## config.mk

```make
export PLATFORM = sky130hd
export DESIGN_NAME = sev_seg_scan_mux
export DESIGN_NICKNAME = d
export VERILOG_FILES = /design/src/rtl/sev_seg_pkg.sv /design/src/rtl/sev_seg_prescaler.sv /design/src/rtl/sev_seg_scan_mux.sv
export SDC_FILE = /design/constraint.sdc
export NUM_CORES = 1
export LEC_CHECK = 0
export BUFFER_PORTS_ARGS = -buffer_cell sky130_fd_sc_hd__buf_2
export CAP_MARGIN = 20
export CORE_MARGIN = 2
export CORE_UTILIZATION = 50
export DETAILED_ROUTE_END_ITERATION = 10
export MAX_ROUTING_LAYER = met4
export PLACE_DENSITY = 0.83
export SLEW_MARGIN = 5
export SYNTH_ARGS = -nofsm -noshare
export SYNTH_HDL_FRONTEND = slang
export SYNTH_HIERARCHICAL = 1
export SYNTH_SLANG_ARGS = --single-unit
export TNS_END_PERCENT = 50
```

## constraint.sdc

```tcl
create_clock -name clk -period 2.75 [get_ports clk]
set_input_delay 0.55 -clock clk [delete_from_list [all_inputs] [get_ports clk]]
set_output_delay 0.55 -clock clk [all_outputs]
set_load 0.03 [all_outputs]
```

## src/rtl/sev_seg_pkg.sv

```systemverilog
// ---------------------------------------------------------------------------
// sev_seg_pkg
//   Definitions shared by the seven-segment display blocks (scan mux and
//   segment decoder).
//
//   NUM_DIGITS  : number of multiplexed digits on the display
//   DIGIT_W     : width of one hex digit
//   AN_OFF      : anode pattern with every digit dark (anodes are active-low)
//   digit_idx_t : index of the digit currently being scanned
//   an_select() : active-low one-hot anode pattern for a digit index
// ---------------------------------------------------------------------------
package sev_seg_pkg;

    localparam int NUM_DIGITS = 4;
    localparam int DIGIT_W    = 4;

    localparam logic [NUM_DIGITS-1:0] AN_OFF = 4'b1111;

    typedef logic [1:0] digit_idx_t;

    // Drive only the selected digit's anode low.
    function automatic logic [NUM_DIGITS-1:0] an_select(input digit_idx_t idx);
        logic [NUM_DIGITS-1:0] one_hot;
        one_hot = 4'b0001 << idx;
        return ~one_hot;
    endfunction

endpackage

```

## src/rtl/sev_seg_prescaler.sv

```systemverilog
// ---------------------------------------------------------------------------
// sev_seg_prescaler
//   Free-running modulo-SCAN_DIV counter used to time display slots.
//   Counts 0 .. SCAN_DIV-1 and wraps; tc is high (combinationally) for the
//   whole terminal cycle, i.e. while count == SCAN_DIV-1.
//
//   Parameters
//     SCAN_DIV : counter modulus (clock cycles per slot)
//     CNT_W    : counter width, 2**CNT_W >= SCAN_DIV
//
//   Ports
//     clk   in   clock, rising edge
//     rst   in   synchronous active-high reset, clears the count
//     count out  current count value
//     tc    out  terminal-count flag
// ---------------------------------------------------------------------------
module sev_seg_prescaler #(
    parameter int SCAN_DIV = 50000,
    parameter int CNT_W    = 16
) (
    input  logic             clk,
    input  logic             rst,
    output logic [CNT_W-1:0] count,
    output logic             tc
);

    localparam logic [CNT_W-1:0] LAST = CNT_W'(SCAN_DIV - 1);

    logic [CNT_W-1:0] count_q;
    logic [CNT_W-1:0] count_d;
    logic             tc_d;

    always_comb begin
        tc_d    = (count_q == LAST);
        count_d = tc_d ? '0 : count_q + CNT_W'(1);
    end

    always_ff @(posedge clk) begin
        if (rst) begin
            count_q <= '0;
        end else begin
            count_q <= count_d;
        end
    end

    assign count = count_q;
    assign tc    = tc_d;

endmodule

```

## src/rtl/sev_seg_scan_mux.sv

```systemverilog
// ---------------------------------------------------------------------------
// sev_seg_scan_mux
//   Time-multiplexed scanner for a 4-digit common-anode hex display. Each
//   digit owns one slot of SCAN_DIV cycles; the first BLANK_CYC cycles of
//   every slot keep all anodes off so the previous digit cannot ghost into
//   the next one. A loaded value waits in a pending register and is copied
//   into the displayed (active) register only at the end of the digit-3
//   slot, so a frame never mixes old and new digits.
//
//   Parameters
//     SCAN_DIV  : cycles per digit slot (>= 4)
//     BLANK_CYC : blanking cycles at the start of each slot (< SCAN_DIV)
//     CNT_W     : prescaler width (2**CNT_W >= SCAN_DIV)
//
//   Ports
//     clk          in   clock, rising edge
//     rst          in   synchronous active-high reset
//     load         in   one-cycle strobe capturing value
//     value        in   16-bit value, digit 0 = value[3:0]
//     blank_lz     in   1 = suppress leading zero digits
//     digit_nibble out  nibble for the current slot (to sev_seg_display)
//     an           out  active-low anode enables, an[i] = digit i
//     frame_done   out  one-cycle pulse in the first cycle of a new frame
// ---------------------------------------------------------------------------
module sev_seg_scan_mux
    import sev_seg_pkg::*;
#(
    parameter int SCAN_DIV  = 50000,
    parameter int BLANK_CYC = 2,
    parameter int CNT_W     = 16
) (
    input  logic                    clk,
    input  logic                    rst,
    input  logic                    load,
    input  logic [15:0]             value,
    input  logic                    blank_lz,
    output logic [DIGIT_W-1:0]      digit_nibble,
    output logic [NUM_DIGITS-1:0]   an,
    output logic                    frame_done
);

    localparam int VAL_W = NUM_DIGITS * DIGIT_W;
    localparam digit_idx_t LAST_IDX = digit_idx_t'(NUM_DIGITS - 1);

    // Slot timing
    logic [CNT_W-1:0]       presc_q;
    logic [CNT_W-1:0]       presc_next;
    logic                   presc_tc;

    // Scan and value state
    digit_idx_t             idx_q, idx_d;
    logic [VAL_W-1:0]       pending_q, pending_d;
    logic [VAL_W-1:0]       active_q, active_d;

    // Registered outputs
    logic [DIGIT_W-1:0]     digit_nibble_q, digit_nibble_d;
    logic [NUM_DIGITS-1:0]  an_q, an_d;
    logic                   frame_done_q, frame_done_d;

    logic                   frame_end;
    logic                   suppress;
    logic [NUM_DIGITS-1:0]  upper_zero;

    sev_seg_prescaler #(
        .SCAN_DIV (SCAN_DIV),
        .CNT_W    (CNT_W)
    ) u_prescaler (
        .clk   (clk),
        .rst   (rst),
        .count (presc_q),
        .tc    (presc_tc)
    );

    // upper_zero[i]: digit i and every digit above it are zero in the value
    // that will be on display next cycle. A digit is a leading zero exactly
    // when this holds and it is not digit 0.
    generate
        for (genvar gi = 0; gi < NUM_DIGITS; gi++) begin : g_lz
            assign upper_zero[gi] = (active_d[VAL_W-1:DIGIT_W*gi] == '0);
        end
    endgenerate

    always_comb begin
        // The prescaler only exposes its current count; recompute its next
        // value so the registered outputs line up with the state they
        // describe rather than lagging it by a cycle.
        presc_next = presc_tc ? '0 : presc_q + CNT_W'(1);

        idx_d      = presc_tc ? digit_idx_t'(idx_q + 2'd1) : idx_q;
        frame_end  = presc_tc && (idx_q == LAST_IDX);

        // A load coinciding with the frame boundary bypasses pending.
        pending_d  = load ? value : pending_q;
        active_d   = active_q;
        if (frame_end) begin
            active_d = load ? value : pending_q;
        end

        digit_nibble_d = active_d[{idx_d, 2'b00} +: DIGIT_W];

        suppress = blank_lz && (idx_d != '0) && upper_zero[idx_d];

        if ((presc_next < CNT_W'(BLANK_CYC)) || suppress) begin
            an_d = AN_OFF;
        end else begin
            an_d = an_select(idx_d);
        end

        frame_done_d = frame_end;
    end

    always_ff @(posedge clk) begin
        if (rst) begin
            idx_q          <= '0;
            pending_q      <= '0;
            active_q       <= '0;
            digit_nibble_q <= '0;
            an_q           <= AN_OFF;
            frame_done_q   <= 1'b0;
        end else begin
            idx_q          <= idx_d;
            pending_q      <= pending_d;
            active_q       <= active_d;
            digit_nibble_q <= digit_nibble_d;
            an_q           <= an_d;
            frame_done_q   <= frame_done_d;
        end
    end

    assign digit_nibble = digit_nibble_q;
    assign an           = an_q;
    assign frame_done   = frame_done_q;

endmodule

```

==> flow_metrics.tcl <==
set metrics [dict create \
    grtUsageMet2_pct 33.1 \
    endpoint_kind "flip-flop" \
    crit_arrival_ps 2690 \
    worst_pin_slew_ps 521 \
    synthTopCellsByCount "nor2_1 (72), dfxtp_1 (59), a21oi_1 (18), mux2i_1 (18), xnor2_1 (15)" \
    vdd_drop_max_mv 0.291 \
    setup_violations 0 \
    holdCritStartpoint "value[14]" \
    port_buffers 28 \
    grt_pass1_wl_mm 9.07 \
    drv_cap 0 \
    place_area_mm2 0.00284 \
    relSlewSlack_pct 65.3 \
    hold_violations 0 \
    yosysUniqueCellTypes 44 \
    fin_crit_sh_pct 90.6 \
    drive_gt1_share_pct 20.1 \
    r2r-start "u_prescaler/count[0]$_SDFF_PP0_" \
    cp_max_fo 9 \
    synth_top_area_cell "dfxtp_1" \
    power_density_mw_per_mm2 626 \
    final_nets 351 \
    drc 0 \
    clock-sinks 59 \
    finalWeightedCongestion 0.862 \
    finalWirelength_mm 5.25 \
    synth_fp_nets 316 \
    fmax_ghz 0.401 \
    fp.dieW_um 76.3 \
    finClkSkew_ps 6.44 \
    critPathKind "reg -> reg" \
    cts.clk_slew.worst_paths_ps 70 \
    drtIter0Drc 132 \
    final_cell_area_mm2 0.00308 \
    synth_edf_count 0 \
    status "finished, final reports clean" \
    gr-total-overflow 0 \
    cts_tree "yes" \
    use_met3_pct 5.92 \
    first_pass_iters 4 \
    multiInputGateArea_mm2 0.00136 \
    cts_max_path_buffers 2 \
    diodes 0 \
    n_fill_cell 433 \
    pre_cts_ws_ps 158 \
    root_buffer "clkbuf_8" \
    dp_hpwl_mm 3.68 \
    ys_seq_elements 59 \
    grt.busiest_layer "met2" \
    grt_max_degree 37 \
    synth_cells 293 \
    htree_levels 3 \
    required_ps 2940 \
    final_cells 403 \
    power.leakage_nw 1.24 \
    r2r_cells 10 \
    numCtsBuffers 9 \
    hold_slack_ps 475 \
    period_minus_slack_ps 2490 \
    r2r_slack_ps 260 \
    syn2layout_area_growth_pct 18.1 \
    core_area_mm2 0.00507 \
    hold_end "pending_q[14]$_SDFF_PP0_" \
    grt_setup_unrepaired "no" \
    seq_area_mm2 0.00118 \
    synth_area_per_cell_um2 8.92 \
    antenna_found_initial 0 \
    synth.cell_area_mm2 0.00261 \
    clk_latency_ps 330 \
    track_usage_pct 20.1 \
    viasPerCell 5.35 \
    fp-row-count 26 \
    fin_ws_ps 259 \
    via_count 2158 \
    die-area_mm2 0.00582 \
    ys_seq_area_share_pct 45.2 \
    ys.warnings.count 6 \
    synth.top_cells.by_area "dfxtp_1 (45%), nor2_1 (10%), mux2i_1 (6.9%)" \
    ioPinCount 29 \
    min_path_cells 3 \
    wl_per_cell_um 13.0 \
    setup_tns_ps 0 \
    cts_hold_buf 0 \
    grt_pass1_vias 2024 \
    report.final.slew_viol_count 0 \
    fp.dieH_um 76.3 \
    worst_r2r_endpoint "an[3]$_SDFF_PP1_" \
    synth.top_cell.area_share_pct 45.2 \
    synth_most_common_cell "nor2_1" \
    hp-class "in -> reg" \
    synth_ff_type "dfxtp_1" \
    use_met1_pct 22.9 \
    cp-start-kind "flip-flop" \
    synthArstFlopShare_pct 0 \
    initial_utilization_pct 51.5 \
    ant_nets 0 \
    place_inst 387 \
]
## how the worst max path moves through the flow
stage / endpoint / startpoint / slack, ps / cells past startpoint
final: an[3]$_SDFF_PP1_ / u_prescaler/count[0]$_SDFF_PP0_ / 260 / 10
after global routing: an[3]$_SDFF_PP1_ / u_prescaler/count[0]$_SDFF_PP0_ / 40 / 9
after CTS: an[1]$_SDFF_PP1_ / u_prescaler/count[0]$_SDFF_PP0_ / 160 / 9
after detailed placement: an[1]$_SDFF_PP1_ / u_prescaler/count[0]$_SDFF_PP0_ / 160 / 9
after global placement: digit_nibble[2]$_SDFF_PP0_ / u_prescaler/count[0]$_SDFF_PP0_ / 280 / 8
after floorplan: digit_nibble[3]$_SDFF_PP0_ / u_prescaler/count[0]$_SDFF_PP0_ / 160 / 7
## placed cells by master (no fill, tap or decap), types with 3 or more instances in the layout
cell | synthesis | routed
mux4_2 | 3 | 3
nand3_1 | 10 | 10
bufinv_16 | 0 | 3
o21ai_0 | 7 | 7
xnor2_1 | 15 | 15
nand2_1 | 10 | 9
clkbuf_8 | 0 | 10
nor4_1 | 4 | 4
buf_4 | 1 | 8
ha_1 | 3 | 3
nor2_1 | 72 | 72
a21oi_1 | 18 | 18
buf_2 | 5 | 28
dfxtp_1 | 59 | 59
mux2i_1 | 18 | 18
nor3_1 | 9 | 9
nand4_1 | 8 | 8
a31oi_1 | 3 | 3
a21o_1 | 9 | 9
inv_1 | 5 | 5
## power breakdown
group          switching (mW)  total [mW]  internal, mW  leakage (nW)
clock network           0.326       0.950         0.624         0.123
registers              0.0104       0.885         0.874         0.479
logic                  0.0543      0.0971        0.0428         0.641
total                   0.391        1.93          1.54          1.24
## worst max-delay path, cell delays in order, from the launching register on
cell and delay (ps):
dfxtp_1 430, ha_1 260, nand4_2 160, and4b_2 390
buf_4 190, a21oi_1 80, a21o_1 200, nand4_1 120
nor3_1 60, o21ai_0 320, nand3_1 120
## final cells by class
cell class	instances	area share, %
clock buffers	11	4.58
clock inverters	5	3.25
inverters	5	0.609
multi-input cells	217	43.9
flip-flops and latches	59	38.3
well taps	70	2.84
repair buffers	36	6.49
## metal layers
layer	wire (µm)	vias to the layer above	share of wire [%]
li1	-	1091	-
met1	2290	1002	43
met2	2580	51	49
met3	261	14	5.0
met4	128	0	2.4
met5	0	-	0
## registers in the layout, summed over array words and instances, names as in the netlist
register	count
active_q	16
pending_q	16
u_prescaler/count	16
an	4
digit_nibble	4
idx_q	2
frame_done	1
## stage by stage
step / power [mW] / utilization, %
global route: 2.00 / 60.8
CTS: 1.95 / 60.7
floorplan: 0.972 / -
finish: 1.93 / 60.8
global placement: 0.997 / 55.9
detailed placement: 1.00 / 55.9
## cells by family (layout without fill, tap and decap cells)
kind of cell / Yosys count / after routing / share of synthesized area [%]
buf+inv: 17 / 57 / 3.11
simple gates: 134 / 134 / 25.2
mux: 23 / 23 / 10.3
flops: 59 / 59 / 45.2
compound gates: 41 / 41 / 9.34
fa+ha+maj: 3 / 3 / 1.44
xor+xnor: 16 / 16 / 5.36
## repair_timing
item                                    4_1_cts  5_1_grt
endpoints found under the setup margin        0        4
gates resized for setup                       0        3
buffers inserted                              0        0
Note: power is estimated with default switching activity, not from simulation.
